--- config.mk ---
export PLATFORM = sky130hd
export DESIGN_NAME = uart_tx
export DESIGN_NICKNAME = d
export VERILOG_FILES = /design/src/rtl/uart_tx.sv
export SDC_FILE = /design/constraint.sdc
export NUM_CORES = 1
export LEC_CHECK = 0
export ABC_CLOCK_PERIOD_IN_PS = 3100
export BUFFER_PORTS_ARGS = -buffer_cell sky130_fd_sc_hd__buf_2
export CORE_MARGIN = 2
export CORE_UTILIZATION = 60
export CTS_BUF_LIST = sky130_fd_sc_hd__clkbuf_4
export CTS_CLUSTER_DIAMETER = 80
export DETAILED_ROUTE_END_ITERATION = 7
export PLACE_DENSITY_LB_ADDON = 0.2
export SLEW_MARGIN = 20
export SYNTH_ARGS = -nofsm -noshare
export SYNTH_HDL_FRONTEND = slang
export SYNTH_SLANG_ARGS = --single-unit
--- constraint.sdc ---
create_clock -name clk -period 3.1 [get_ports clk]
set_input_delay 0.465 -clock clk [delete_from_list [all_inputs] [get_ports clk]]
set_output_delay 0.465 -clock clk [all_outputs]
set_load 0.03 [all_outputs]
--- src/rtl/uart_tx.sv ---
// uart_tx: 8-bit UART transmitter (start, LSB-first data, optional parity, stop); ports clk, rst, tx_start, tx_data[7:0] in; tx, tx_busy, tx_done out
module uart_tx #(
  parameter int BIT_COUNT  = 10416,
  parameter bit PARITY_EN  = 1'b0,
  parameter bit PARITY_ODD = 1'b0
) (
  input  logic       clk,
  input  logic       rst,
  input  logic       tx_start,
  input  logic [7:0] tx_data,
  output logic       tx,
  output logic       tx_busy,
  output logic       tx_done
);
  typedef enum logic [2:0] {IDLE, START, DATA, PARITY, STOP} state_t;
  localparam logic [13:0] RELOAD = 14'(BIT_COUNT - 1);
  state_t      state_q;
  logic [13:0] timer_q;
  logic [2:0]  idx_q;
  logic [7:0]  shift_q;
  logic        par_q;
  logic        tx_q;
  logic        busy_q;
  logic        done_q;
  logic        bit_end;
  assign bit_end = timer_q == 14'd0;
  assign tx      = tx_q;
  assign tx_busy = busy_q;
  assign tx_done = done_q;
  always_ff @(posedge clk) begin
    if (rst) begin
      state_q <= IDLE;
      timer_q <= '0;
      idx_q   <= '0;
      shift_q <= '0;
      par_q   <= 1'b0;
      tx_q    <= 1'b1;
      busy_q  <= 1'b0;
      done_q  <= 1'b0;
    end else begin
      done_q <= 1'b0;
      if (state_q != IDLE) timer_q <= bit_end ? RELOAD : timer_q - 14'd1;
      case (state_q)
        IDLE: if (tx_start) begin
          shift_q <= tx_data;
          par_q   <= ^tx_data ^ PARITY_ODD;
          timer_q <= RELOAD;
          state_q <= START;
          tx_q    <= 1'b0;
          busy_q  <= 1'b1;
        end
        START: if (bit_end) begin
          state_q <= DATA;
          idx_q   <= '0;
          tx_q    <= shift_q[0];
        end
        DATA: if (bit_end) begin
          shift_q <= shift_q >> 1;
          idx_q   <= idx_q + 3'd1;
          if (idx_q == 3'd7) begin
            state_q <= PARITY_EN ? PARITY : STOP;
            tx_q    <= PARITY_EN ? par_q : 1'b1;
          end else begin
            tx_q <= shift_q[1];
          end
        end
        PARITY: if (bit_end) begin
          state_q <= STOP;
          tx_q    <= 1'b1;
        end
        STOP: if (bit_end) begin
          state_q <= IDLE;
          timer_q <= '0;
          tx_q    <= 1'b1;
          busy_q  <= 1'b0;
          done_q  <= 1'b1;
        end
        default: state_q <= IDLE;
      endcase
    end
  end
endmodule

[Word level (Yosys, flattened, before mapping)]
Cells that the tools add are included.
Operators by class
  add/subtract/negate cells: 2
  $mul: 0
  divide/modulo/power cells: 0
  order comparisons: 0
  equal/unequal tests: 12
  shift-type cells: 0
  muxes and demuxes: 27
  bitwise logic cells: 1
  reduce and logical (&&, ||, !) cells: 14
Operators with widths (count)
  two-way mux 14 bit: 4
  case mux 14 bit (2 select lines): 1
  two-way mux 3 bit: 7
  two-way mux 8 bit: 2
  case mux 8 bit (2 select lines): 1
  case mux 3 bit (5 select lines): 1
  logical NOT 14 bit: 1
  subtractor 14 x 1 -> 14 bit (second input constant): 1
  != test 2 bit (second input constant): 6
  AND reduction 3 bit: 3
  two-way mux 1 bit: 8
  == test 3 x 2 -> 1 bit (second input constant): 2
  == test 3 bit (second input constant): 2
  case mux 3 bit (2 select lines): 1
  AND reduction 6 bit: 1
  nonzero test 2 bit: 3
  AND reduction 5 bit: 1
  case mux 1 bit (4 select lines): 1
  nonzero test 4 bit: 1
  OR reduction 2 bit: 2
  adder 3 x 1 -> 3 bit (second input constant): 1
  == test 3 x 1 -> 1 bit (second input constant): 1
  logical NOT 3 bit: 1
  nonzero test 3 bit: 1
  other kinds (3): 3
Storage, ports and cells
  register bits: 31
  latch bits: 0
  RAM bits: 0
  memory bits (read-only): 0
  input port bits: 11
  memories: 0

[Logic depth before layout (Yosys ltp)]
Gate-level depths: netlist of run 1.
  depth after elaboration: 5
  depth in mapped cells: 7
  depth with buffers taken out: 7

[Worst setup path before layout of run 1]
No wires, ideal clock.
  kind: register to register
  from: reg timer_q[0]
  to: reg state_q[2]
  arrival time: 1.652 ns
  data required time: 3.030 ns
  setup slack: 1.378 ns
  cell stages (with the launch flop): 7
  period minus slack after synthesis: 1.722 ns
  cells stage by stage: dfxtp_1 inv_1 ha_1 nor3b_2 nand4_2 or4b_1 a21oi_1
On the way
  cells in the longest elaborated chain, start to end: 3
RTL lines
  start, declared: line 18  | logic [13:0] timer_q;
  start signal, assigned: line 42  | if (state_q != IDLE) timer_q <= bit_end ? RELOAD : timer_q - 14'd1;
  logical NOT 14 bit *: line 26  | assign bit_end = timer_q == 14'd0;
  != test 2 bit (no line)
  AND reduction 6 bit (no line) *
  end signal, assigned: line 61  | state_q <= PARITY_EN ? PARITY : STOP;
  end, declared: line 17  | state_t state_q;
Every way passes the cells marked *; elsewhere a longest branch is shown, timed or not.
A chain may end at the register's enable or synchronous reset.

[Final worst setup path of run 1]
  from: reg timer_q[0]
  to: reg timer_q[5]
On the way
  cells in the longest elaborated chain, start to end: 5
RTL lines
  subtractor 14 x 1 -> 14 bit or logical NOT 14 bit (tied branches): line 42, 26
  two-way mux 14 bit (2 in series): line 42
  two-way mux 14 bit (on tied branches): line 71, 44
  case mux 14 bit (2 select lines) *: line 43  | case (state_q)
Marked as above.

==> summary.txt, run 1 <==
Status
  – Result of the run: finished, final reports clean

Clock tree
  – Clock transition at the registers of the reported paths: 0.09 ns
  – CTS H-tree lvls: 2
  – Skew-Pair Late Insertion Delay: 0.33 ns
  – Clock tree from TritonCTS: done
  – Number of clock buffers inserted by TritonCTS: 5
  – Count of instances resized after the clock tree is built: 0
  – Maximum count of clock buffers along a single path: 2
  – TritonCTS sink count: 31
  – Count of hold-fix buffers inserted at cts: 0
  – # Post-CTS Setup Buffers: 0
  – Root cell of the clock tree: sky130_fd_sc_hd__clkbuf_4

Synthesis
  – Flip-flop cell with the highest count after synthesis: sky130_fd_sc_hd__dfxtp_1
  – Async S/R FF share, synth: 0%
  – Cell count after synthesis: 181
  – Total nets after synthesis: 195
  – Synthesized area per cell: 8.51 µm²
  – Cell with the most instances after synthesis: sky130_fd_sc_hd__nor2_1
  – Ranking of synthesized cells by area: sky130_fd_sc_hd__dfxtp_1, sky130_fd_sc_hd__nor2_1, sky130_fd_sc_hd__o221a_2, sky130_fd_sc_hd__a21oi_1, sky130_fd_sc_hd__nor3_1
  – Number of distinct library cells after synthesis: 41
  – Post-synthesis instance area: 1540 µm²
  – Seq cells post-synth: 31
  – Fraction of synthesized cell area taken by the top area cell type: 40.3%
  – Library cell occupying the most area in the post-synthesis netlist: sky130_fd_sc_hd__dfxtp_1
  – Top cell types by occurrence after synthesis: sky130_fd_sc_hd__nor2_1, sky130_fd_sc_hd__dfxtp_1, sky130_fd_sc_hd__a21oi_1, sky130_fd_sc_hd__nand2_1, sky130_fd_sc_hd__nor3_1
  – Syn. warnings: 0
  – Seq/Total Area, Yosys: 40.3%
  – Number of synthesized flops with an enable pin: 0

Floorplanning
  – Standard-cell rows: 18
  – Height of the chip: 54.7 µm
  – Horizontal extent of the die: 54.7 µm
  – Effective utilization at floorplan: 62.7%
  – Standard cell core area: 2450 µm²
  – Die area: 2990 µm²
  – Io pins: 14

GRT
  – Overall fraction of global-route tracks in use: 24.5%
  – Initial antenna violation count: 0
  – Largest net degree at the start of global routing: 22
  – Aggregate global routing overflow: 0
  – Vias in the first global route: 1137
  – First-pass GRT wire length: 5.14 mm

Timing
  – Total setup violations reported at the end of the flow: 0
  – Maximum achievable frequency: 0.481 GHz
  – Final Hold Fails: 0
  – Setup repair after global routing missed its margin: no
  – Shortest period the worst path allows: 2.08 ns
  – Pins Over Slew Limit: 0
  – Final period utilization: 67.0%
  – Setup Total Neg Slack: 0 ns
  – Rel. slew slack: 61.9%
  – Worst setup skew after layout: 0.00674 ns
  – Least-Margin Pin Slew: 0.567 ns
  – Slack of the critical path: 1.02 ns

Pwr
  – Share of power burned in combinational logic: 20.4%
  – Sequential group share of total power: 52.5%
  – Switching power share of the total: 31.2%
  – Static leakage: 0.635 nW
  – Largest voltage drop on the vdd net: 395 µV
  – Switching power total: 0.278 mW
  – Design internal power: 0.615 mW
  – Overall Power: 0.893 mW
  – Power Density: 532 nW/µm²
  – Clock network fraction of total power: 27.0%

Worst setup path
  – Critical register-to-register path startpoint: timer_q[0]
  – Critical Path AT: 2.28 ns
  – Crit end category: register
  – Reg2Reg Capture Point: timer_q[5]
  – Type of element launching the critical path: register
  – WS Path Type: register to register
  – Worst-path fanout max: 7
  – Reg-to-reg slack, setup: 1.02 ns
  – Required @ worst endpoint: 3.30 ns
  – Register-to-Register Path Depth: 6

Routing
  – Number of iterations in the first detailed-routing pass: 4
  – Vias after detailed routing: 1367
  – Via count normalized by instance count: 6.05
  – Residual antenna-violating net count after detailed routing: 0
  – Detailed-route wire length per cell: 14.3 µm
  – Initial DRC Count: 56
  – DR DRC count: 0
  – Detailed-route wire length: 3.22 mm

Layout
  – Synthesis-to-layout area growth: 8.94%
  – End-of-flow core utilization: 68.3%
  – Proportion of layout cells with a drive suffix above 1: 19.9%
  – Fin cells: 226
  – Number of antenna cells inserted: 0
  – # nets final: 209
  – Count of filler cells inserted in the layout: 191

Placement
  – Dpl hpwl: 2.31 mm
  – Total instance count after detailed placement: 218
  – Gpl congestion: 0.789
  – Number of port buffers: 13
  – Setup WS pre-CTS: 1.06 ns

Worst hold path
  – Worst min-delay path startpoint: tx_data[7]
  – Cells on Worst Hold Path: 3
  – Hold path endpoint: shift_q[7]
  – Type of the worst min-delay path: primary input to register

Job
  – Maxcap violations: 0
stage by stage:
step                cell area (µm²)  hold slack (ns)
floorplan                      1540            0.448
global placement               1620            0.449
detailed placement             1620            0.470
CTS                            1680            0.359
global route                   1680            0.384
finish                         1680            0.359
critical path, stage by stage (launching register included):
cell	delay [ns]
sky130_fd_sc_hd__dfxtp_1	0.36
sky130_fd_sc_hd__inv_1	0.10
sky130_fd_sc_hd__ha_1	0.21
sky130_fd_sc_hd__nor3b_2	0.32
sky130_fd_sc_hd__nand4_2	0.24
sky130_fd_sc_hd__o21bai_1	0.54
sky130_fd_sc_hd__o21ai_0	0.18
layout make-up:
class | count | area [µm²] | share of cell area [%]
Multi-Input combinational cell | 142 | 890 | 53.0
Tap cell | 30 | 37.5 | 2.24
Inverter | 2 | 7.51 | 0.447
Sequential cell | 31 | 621 | 37.0
Timing Repair Buffer | 13 | 65.1 | 3.88
Clock inverter | 1 | 5.00 | 0.298
Clock buffer | 7 | 52.6 | 3.13
power by group through the flow:
stage / registers (mW) / logic, mW / clock network (mW)
after CTS: 0.469 / 0.182 / 0.243
after floorplan: 0.473 / 0.141 / 0
after global routing: 0.475 / 0.200 / 0.261
final: 0.469 / 0.183 / 0.242
after detailed placement: 0.478 / 0.181 / 0
after global placement: 0.476 / 0.175 / 0
cell families (layout without fill, tap and decap cells):
kind of cell / after synthesis / after routing / share of synthesized area (%)
compound gates: 39 / 39 / 17.2
buf+inv: 8 / 23 / 1.95
xor+xnor: 10 / 10 / 5.69
simple gates: 90 / 90 / 32.4
flops: 31 / 31 / 40.3
fa+ha+maj: 3 / 3 / 2.44
worst max-delay path by stage:
stage,end,startpoint,cells after the start
floorplan,state_q[2],timer_q[0],6
global placement,timer_q[5],timer_q[0],6
detailed placement,timer_q[5],timer_q[0],6
CTS,timer_q[5],timer_q[0],6
global route,timer_q[7],timer_q[0],6
finish,timer_q[5],timer_q[0],6
per-layer routing:
layer  GRT usage, %  vias up  part of all wire (%)
met5              0        -                     0
met4           7.50        0                   1.3
met3           7.38        5                   4.0
met2           38.5       28                    47
met1           31.9      648                    48
li1               -      686                     -
state kept, by name, summed over array words and instances (netlist names):
register and cells:
tx 1, idx_q 3, tx_busy 1, tx_done 1
timer_q 14, shift_q 8, state_q 3
cells in the final DEF, fill, tap and decap left out, types with 2 or more instances in the layout:
| cell | instances |
|---|---|
| sky130_fd_sc_hd__buf_2 | 13 |
| sky130_fd_sc_hd__nor4_1 | 2 |
| sky130_fd_sc_hd__o21ai_0 | 7 |
| sky130_fd_sc_hd__xnor2_1 | 5 |
| sky130_fd_sc_hd__nand4_1 | 2 |
| sky130_fd_sc_hd__nor2_1 | 33 |
| sky130_fd_sc_hd__nor3_1 | 10 |
| sky130_fd_sc_hd__xor2_1 | 5 |
| sky130_fd_sc_hd__nand3b_1 | 4 |
| sky130_fd_sc_hd__o21bai_1 | 2 |
| sky130_fd_sc_hd__nand2b_1 | 2 |
| sky130_fd_sc_hd__inv_1 | 2 |
| sky130_fd_sc_hd__o221a_2 | 7 |
| sky130_fd_sc_hd__a311oi_1 | 3 |
| sky130_fd_sc_hd__dfxtp_1 | 31 |
| sky130_fd_sc_hd__nand3_1 | 4 |
| sky130_fd_sc_hd__a31oi_1 | 3 |
| sky130_fd_sc_hd__nand2_1 | 13 |
| sky130_fd_sc_hd__ha_1 | 3 |
| sky130_fd_sc_hd__or2_2 | 2 |
| sky130_fd_sc_hd__or3_1 | 4 |
| sky130_fd_sc_hd__a21oi_1 | 13 |
| sky130_fd_sc_hd__clkbuf_4 | 7 |
Note: power is estimated with default switching activity, not from simulation.
==> run 2: changes to the inputs <==
ABC_AREA = 1   (was unset)
ABC_CLOCK_PERIOD_IN_PS = 1800   (was 3100)
CORE_UTILIZATION = 56   (was 60)
clock period = 1.8 ns   (was 3.1 ns; I/O delays follow)
==> summary.txt, run 2 <==
Layout
  – Registers with the highest flip-flop counts: timer_q (14), shift_q (8) (unchanged)
  – Commonest cells after routing, fill and taps aside: sky130_fd_sc_hd__nand2_1, sky130_fd_sc_hd__nor2_1, sky130_fd_sc_hd__dfxtp_1 (was sky130_fd_sc_hd__nor2_1, sky130_fd_sc_hd__dfxtp_1, sky130_fd_sc_hd__nand2_1, sky130_fd_sc_hd__a21oi_1, sky130_fd_sc_hd__buf_2)
  – Flip-flop and latch area: 621 µm² (unchanged)
  – Top register by number of flip-flops: timer_q (unchanged)
  – # nets final: 291 (was 209)
  – Count of filler cells inserted in the layout: 293 (was 191)
  – Flip-flop count of the largest register after layout: 14 (unchanged)
  – Area of the multi-input gates: 978 µm² (was 890 µm²)
  – Most frequent standard cell in the layout excluding fill and tap cells: sky130_fd_sc_hd__nand2_1 (was sky130_fd_sc_hd__nor2_1)
  – Proportion of layout cells with a drive suffix above 1: 18.3% (was 19.9%)
  – Synthesis-to-layout area growth: 8.70% (was 8.94%)
  – Number of antenna cells inserted: 0 (unchanged)

Clock tree
  – CTS H-tree lvls: 2 (unchanged)
  – Number of clock buffers inserted by TritonCTS: 5 (unchanged)
  – Root cell of the clock tree: sky130_fd_sc_hd__clkbuf_4 (unchanged)
  – TritonCTS sink count: 31 (unchanged)
  – # Post-CTS Setup Buffers: 0 (unchanged)
  – Clock tree from TritonCTS: done (unchanged)
  – Count of hold-fix buffers inserted at cts: 0 (unchanged)
  – Maximum count of clock buffers along a single path: 2 (unchanged)
  – Skew-Pair Late Insertion Delay: 0.33 ns (about the same)
  – Count of instances resized after the clock tree is built: 0 (unchanged)
  – Clock transition at the registers of the reported paths: 0.10 ns (was 0.09 ns)

Synthesis
  – Fraction of synthesized cell area taken by the top area cell type: 35.1% (was 40.3%)
  – Number of distinct library cells after synthesis: 33 (was 41)
  – Top cell types by occurrence after synthesis: sky130_fd_sc_hd__nand2_1, sky130_fd_sc_hd__nor2_1, sky130_fd_sc_hd__dfxtp_1, sky130_fd_sc_hd__inv_1, sky130_fd_sc_hd__nand3_1 (was sky130_fd_sc_hd__nor2_1, sky130_fd_sc_hd__dfxtp_1, sky130_fd_sc_hd__a21oi_1, sky130_fd_sc_hd__nand2_1, sky130_fd_sc_hd__nor3_1)
  – Number of synthesized flops with an enable pin: 0 (unchanged)
  – Seq cells post-synth: 31 (unchanged)
  – Flip-flop cell with the highest count after synthesis: sky130_fd_sc_hd__dfxtp_1 (unchanged)
  – Post-synthesis instance area: 1770 µm² (was 1540 µm²)
  – Cell count after synthesis: 260 (was 181)
  – Async S/R FF share, synth: 0% (unchanged)
  – Syn. warnings: 0 (unchanged)
  – Cell with the most instances after synthesis: sky130_fd_sc_hd__nand2_1 (was sky130_fd_sc_hd__nor2_1)
  – Total nets after synthesis: 274 (was 195)
  – Seq/Total Area, Yosys: 35.1% (was 40.3%)
  – Ranking of synthesized cells by area: sky130_fd_sc_hd__dfxtp_1, sky130_fd_sc_hd__nand2_1, sky130_fd_sc_hd__nor2_1, sky130_fd_sc_hd__inv_1, sky130_fd_sc_hd__nand3_1 (was sky130_fd_sc_hd__dfxtp_1, sky130_fd_sc_hd__nor2_1, sky130_fd_sc_hd__o221a_2, sky130_fd_sc_hd__a21oi_1, sky130_fd_sc_hd__nor3_1)
  – Synthesized area per cell: 6.80 µm² (was 8.51 µm²)
  – Library cell occupying the most area in the post-synthesis netlist: sky130_fd_sc_hd__dfxtp_1 (unchanged)

Worst setup path
  – Worst-path fanout max: 8 (was 7)
  – Critical register-to-register path startpoint: timer_q[0] (unchanged)
  – Type of element launching the critical path: register (unchanged)
  – Crit end category: register (unchanged)
  – Reg2Reg Capture Point: shift_q[6] (was timer_q[5])
  – Required @ worst endpoint: 2.04 ns (was 3.30 ns)
  – Critical Path AT: 1.87 ns (was 2.28 ns)
  – WS Path Type: register to register (unchanged)
  – Slowest cell on crit path: sky130_fd_sc_hd__dfxtp_1 (was sky130_fd_sc_hd__o21bai_1)
  – Reg-to-reg slack, setup: 0.17 ns (was 1.02 ns)
  – Cell type with the highest occurrence count on the critical path: sky130_fd_sc_hd__nor2_4
  – CP cell instances: inv_1, ha_1, nand2_1, nor2_4, nand2_4, nor2_4, inv_2, nand2_8, inv_4, nor2_2, nor2_1 (was inv_1, ha_1, nor3b_2, nand4_2, o21bai_1, o21ai_0)
  – Register-to-Register Path Depth: 11 (was 6)
  – Largest stage delay on the critical path: 0.33 ns (was 0.54 ns)

Timing
  – Rel. slew slack: 67.7% (was 61.9%)
  – Total setup violations reported at the end of the flow: 0 (unchanged)
  – Shortest period the worst path allows: 1.63 ns (was 2.08 ns)
  – Worst setup skew after layout: 0.00973 ns (was 0.00674 ns)
  – Setup Total Neg Slack: 0 ns (unchanged)
  – Slack of the critical path: 0.172 ns (was 1.02 ns)
  – Maximum achievable frequency: 0.614 GHz (was 0.481 GHz)
  – Final Hold Fails: 0 (unchanged)
  – Pins Over Slew Limit: 0 (unchanged)
  – Setup repair after global routing missed its margin: no (unchanged)
  – Final period utilization: 90.4% (was 67.0%)
  – Least-Margin Pin Slew: 0.483 ns (was 0.567 ns)

Routing
  – Detailed-route wire length: 3.69 mm (was 3.22 mm)
  – Via count normalized by instance count: 5.04 (was 6.05)
  – DR DRC count: 0 (unchanged)
  – Vias after detailed routing: 1624 (was 1367)
  – Number of iterations in the first detailed-routing pass: 4 (unchanged)
  – Detailed-route wire length per cell: 11.4 µm (was 14.3 µm)
  – Residual antenna-violating net count after detailed routing: 0 (unchanged)
  – Initial DRC Count: 81 (was 56)

Floorplanning
  – Standard-cell rows: 20 (was 18)
  – Height of the chip: 60.2 µm (was 54.7 µm)
  – Effective utilization at floorplan: 58.4% (was 62.7%)
  – Io pins: 14 (unchanged)
  – Horizontal extent of the die: 60.2 µm (was 54.7 µm)
  – Die area: 3620 µm² (was 2990 µm²)
  – Standard cell core area: 3030 µm² (was 2450 µm²)

Worst hold path
  – Hold path endpoint: shift_q[7] (unchanged)
  – Cells on Worst Hold Path: 3 (unchanged)
  – Worst min-delay path startpoint: tx_data[7] (unchanged)
  – Type of the worst min-delay path: primary input to register (unchanged)

GRT
  – Aggregate global routing overflow: 0 (unchanged)
  – First-pass GRT wire length: 6.22 mm (was 5.14 mm)
  – Overall fraction of global-route tracks in use: 22.8% (was 24.5%)
  – Initial antenna violation count: 0 (unchanged)
  – Vias in the first global route: 1476 (was 1137)
  – Largest net degree at the start of global routing: 16 (was 22)

Pwr
  – Power Density: 1260 nW/µm² (was 532 nW/µm²)
  – Static leakage: 0.918 nW (was 0.635 nW)
  – Largest voltage drop on the vdd net: 693 µV (was 395 µV)

Job
  – Maxcap violations: 0 (unchanged)

Placement
  – Dpl hpwl: 2.82 mm (was 2.31 mm)
  – Setup WS pre-CTS: 0.176 ns (was 1.06 ns)
  – Gpl congestion: 0.867 (was 0.789)
  – Number of port buffers: 13 (unchanged)

Status
  – Result of the run: finished, final reports clean (unchanged)
-- run 2: cell count changes after synthesis, sizes merged, moves of 4 or more --
cell / before / now
o21ai: 8 / 16
nor2: 33 / 50
nand3: 5 / 13
nor4: 4 / 0
inv: 2 / 35
nand2: 14 / 74
or3: 4 / 0
nor3: 11 / 2
xnor2: 5 / 0
o221a: 7 / 0
-- run 2: where the power goes --
| part | total [mW] | switching (mW) | internal (mW) |
|---|---|---|---|
| clock | 0.402 | 0.243 | 0.160 |
| combinational | 1.08 | 0.725 | 0.360 |
| sequential | 0.936 | 0.110 | 0.826 |
-- run 2: how the worst max path moves through the flow --
| stage | from | end | cells after the start |
|---|---|---|---|
| 2_1_floorplan | timer_q[0] | shift_q[7] | 11 |
| 3_3_place_gp | timer_q[0] | shift_q[7] | 11 |
| 3_5_place_dp | timer_q[0] | shift_q[6] | 11 |
| 4_1_cts | timer_q[0] | shift_q[6] | 11 |
| 5_1_grt | timer_q[0] | tx | 11 |
| 6_report | timer_q[0] | shift_q[6] | 11 |
-- run 2: cell type report --
type,count,area share [%]
Multi-Input combinational cell,189,50.9
Sequential cell,31,32.3
Inverter,36,7.42
Timing Repair Buffer,14,3.78
Tap cell,44,2.86
Clock buffer,6,2.34
Clock inverter,2,0.391
-- run 2: cell families (layout without fill, tap and decap cells) --
logic type | count (synthesis) | in the layout | synth area share (%)
xor gates and xnor gates | 5 | 5 | 2.48
buffers and inverters | 40 | 58 | 9.55
and+or+nand+nor | 146 | 146 | 39.2
adders and majority gates | 3 | 3 | 2.12
AOI/OAI and AO/OA | 35 | 35 | 11.5
DFF | 31 | 31 | 35.1
-- run 2: critical path, delay by kind of cell, from the launching register on --
kind | cells | cell delay [ns]
flip-flops | 1 | 0.33
buffers and inverters | 3 | 0.24
AND/OR/NAND/NOR | 7 | 0.74
adder cells (fa/ha/maj) | 1 | 0.22
-- run 2: stage by stage --
step           hold WS (ns)  utilization, %  instance area (µm²)  total power [mW]  instances
3_5_place_dp          0.459            61.7                 1870              2.03        314
2_1_floorplan         0.417               -                 1770              1.82        260
5_1_grt               0.211            63.5                 1920              2.61        322
6_report              0.183            63.5                 1920              2.42        322
4_1_cts               0.190            63.5                 1920              2.42        322
3_3_place_gp          0.453            61.7                 1870              2.01        314
-- run 2: per-layer routing --
layer	wire length [µm]	GRT usage [%]	vias up
met5	0	0	-
met4	53	9.21	0
met3	104	4.11	7
met2	1790	37.6	25
met1	1740	29.2	735
li1	-	-	857
==> run 3: changes to the inputs <==
CORE_UTILIZATION = 39   (was 56)
PLACE_DENSITY = 0.69   (was unset)
PLACE_DENSITY_LB_ADDON = unset   (was 0.2)
==> summary.txt, run 3 (synthesis results as in run 2) <==
Pwr
  – Share of power burned in combinational logic: 44.5% (was 44.8%)
  – Clock network fraction of total power: 17.0% (was 16.6%)
  – Power Density: 1240 nW/µm² (was 1260 nW/µm²)
  – Static leakage: 0.927 nW (was 0.918 nW)
  – Design internal power: 1.36 mW (was 1.35 mW)
  – Switching power total: 1.07 mW (was 1.08 mW)
  – Overall Power: 2.42 mW (about the same)
  – Sequential group share of total power: 38.5% (was 38.6%)
  – Largest voltage drop on the vdd net: 494 µV (was 693 µV)
  – Switching power share of the total: 44.0% (was 44.5%)

Worst setup path
  – Worst-path fanout max: 8 (unchanged)
  – Required @ worst endpoint: 2.04 ns (about the same)
  – Crit end category: register (unchanged)
  – Type of element launching the critical path: register (unchanged)
  – Largest stage delay on the critical path: 0.34 ns (was 0.33 ns)
  – Cell family with most CP delay: simple AND/OR/NAND/NOR gates (unchanged)
  – Buffers plus inverters on the worst setup path: 3 (unchanged)
  – WS Path Type: register to register (unchanged)
  – Slowest cell on crit path: sky130_fd_sc_hd__dfxtp_1 (unchanged)
  – Cell type with the highest occurrence count on the critical path: sky130_fd_sc_hd__nor2_4 (unchanged)
  – Critical Path AT: 1.84 ns (was 1.87 ns)
  – Reg-to-reg slack, setup: 0.20 ns (was 0.17 ns)
  – CP cell instances: inv_1, ha_2, nand2_1, nor2_4, nand2_4, nor2_4, inv_2, nand2_8, inv_4, nor2_2, nor2_1 (was inv_1, ha_1, nand2_1, nor2_4, nand2_4, nor2_4, inv_2, nand2_8, inv_4, nor2_2, nor2_1)

Placement
  – Number of port buffers: 13 (unchanged)
  – Setup WS pre-CTS: 0.189 ns (was 0.176 ns)
  – Gpl congestion: 0.846 (was 0.867)
  – Dpl hpwl: 2.80 mm (was 2.82 mm)

Layout
  – Flip-flop count of the largest register after layout: 14 (unchanged)
  – Synthesis-to-layout area growth: 10.5% (was 8.70%)
  – Top register by number of flip-flops: timer_q (unchanged)
  – Proportion of layout cells with a drive suffix above 1: 20.0% (was 18.3%)
  – Number of antenna cells inserted: 0 (unchanged)
  – Registers with the highest flip-flop counts: timer_q (14), shift_q (8) (unchanged)
  – Most frequent standard cell in the layout excluding fill and tap cells: sky130_fd_sc_hd__nand2_1 (unchanged)
  – # nets final: 293 (was 291)
  – Commonest cells after routing, fill and taps aside: sky130_fd_sc_hd__nand2_1, sky130_fd_sc_hd__nor2_1, sky130_fd_sc_hd__dfxtp_1 (unchanged)

Routing
  – Initial DRC Count: 75 (was 81)
  – Vias after detailed routing: 1623 (was 1624)
  – DR DRC count: 0 (unchanged)
  – Number of iterations in the first detailed-routing pass: 4 (unchanged)
  – Detailed-route wire length per cell: 10.8 µm (was 11.4 µm)
  – Detailed-route wire length: 3.59 mm (was 3.69 mm)
  – Via count normalized by instance count: 4.89 (was 5.04)
  – Residual antenna-violating net count after detailed routing: 0 (unchanged)

Worst hold path
  – Type of the worst min-delay path: primary input to register (unchanged)

Clock tree
  – Clock transition at the registers of the reported paths: 0.11 ns (was 0.10 ns)
  – Maximum count of clock buffers along a single path: 2 (unchanged)
  – Skew-Pair Late Insertion Delay: 0.34 ns (was 0.33 ns)
  – CTS H-tree lvls: 2 (unchanged)
  – # Post-CTS Setup Buffers: 0 (unchanged)
  – TritonCTS sink count: 31 (unchanged)
  – Number of clock buffers inserted by TritonCTS: 5 (unchanged)
  – Root cell of the clock tree: sky130_fd_sc_hd__clkbuf_4 (unchanged)
  – Clock tree from TritonCTS: done (unchanged)

Status
  – Result of the run: finished, final reports clean (unchanged)

Floorplanning
  – Die area: 5090 µm² (was 3620 µm²)
  – Horizontal extent of the die: 71.3 µm (was 60.2 µm)
  – Io pins: 14 (unchanged)
  – Standard-cell rows: 24 (was 20)
  – Height of the chip: 71.3 µm (was 60.2 µm)
  – Standard cell core area: 4350 µm² (was 3030 µm²)
  – Effective utilization at floorplan: 40.6% (was 58.4%)

Timing
  – Worst setup skew after layout: 0.0149 ns (was 0.00973 ns)
  – Setup Total Neg Slack: 0 ns (unchanged)
  – Final Hold Fails: 0 (unchanged)
  – Slack of the critical path: 0.199 ns (was 0.172 ns)
  – Shortest period the worst path allows: 1.60 ns (was 1.63 ns)
  – Maximum achievable frequency: 0.625 GHz (was 0.614 GHz)
  – Least-Margin Pin Slew: 0.366 ns (was 0.483 ns)
  – Final hold slack: 0.183 ns (about the same)
  – Rel. slew slack: 75.6% (was 67.7%)
  – Final period utilization: 88.9% (was 90.4%)
  – Pins Over Slew Limit: 0 (unchanged)
  – Total setup violations reported at the end of the flow: 0 (unchanged)
  – Setup repair after global routing missed its margin: no (unchanged)

GRT
  – Largest net degree at the start of global routing: 16 (unchanged)
  – Aggregate global routing overflow: 0 (unchanged)
  – First-pass GRT wire length: 6.51 mm (was 6.22 mm)
  – Overall fraction of global-route tracks in use: 16.0% (was 22.8%)
  – Initial antenna violation count: 0 (unchanged)
  – Vias in the first global route: 1499 (was 1476)

Job
  – Maxcap violations: 0 (unchanged)
## run 3: cell count changes in the layout (fill, tap and decap cells not counted)
cell	delta
sky130_fd_sc_hd__buf_4	+2
sky130_fd_sc_hd__clkinvlp_4	+1
sky130_fd_sc_hd__clkinv_1	-2
sky130_fd_sc_hd__clkinv_2	+1
sky130_fd_sc_hd__ha_1	-1
sky130_fd_sc_hd__ha_2	+1
## run 3: final timing paths
path              startpoint         end  depth (start not counted)
setup / recovery  timer_q[0]  shift_q[2]                         11
hold / removal    tx_data[7]  shift_q[7]                          3
setup reg to reg  timer_q[0]  shift_q[2]                         11
hold reg to reg           tx          tx                          2
## run 3: power by group through the flow
stage                     sequential, mW  clock, mW  combinational [mW]
final                              0.933      0.413                1.08
after floorplan                    0.949          0               0.872
after CTS                          0.932      0.431                1.08
after global routing               0.953      0.462                1.24
after detailed placement           0.947          0                1.07
after global placement             0.946          0                1.07
## run 3: timing repair
item | CTS | global route
gates resized for setup | 0 | 1
setup endpoints to repair | 0 | 4
hold buffers | 0 | 0
## run 3: layout make-up
cell class,count,area [µm²]
clock inverters,2,12.5
repair buffers,16,87.6
multi-input cells,189,981
fillers,447,2400
inverters,36,143
clock buffers,6,45.0
flip-flops and latches,31,621
well taps,52,65.1
## run 3: routing by layer
layer  up-vias  routed length [µm]  GRT usage [%]
li1        860                   -              -
met1       738                1700           19.3
met2        20                1720           26.9
met3         5                 128           4.64
met4         0                  45           6.29
met5         -                   0              0
## run 3: metrics by stage
stage                     util [%]  instance area [µm²]  cells
final                         44.9                 1950    332
after global routing          44.9                 1950    332
after CTS                     44.8                 1950    332
after detailed placement      43.5                 1890    324
after global placement        43.5                 1890    324
after floorplan                  -                 1770    260
## run 3: tightest hold or removal path, cell delays in order
cell                      delay (ns)
sky130_fd_sc_hd__buf_2          0.10
sky130_fd_sc_hd__nand2_1        0.05
sky130_fd_sc_hd__a21oi_1        0.06
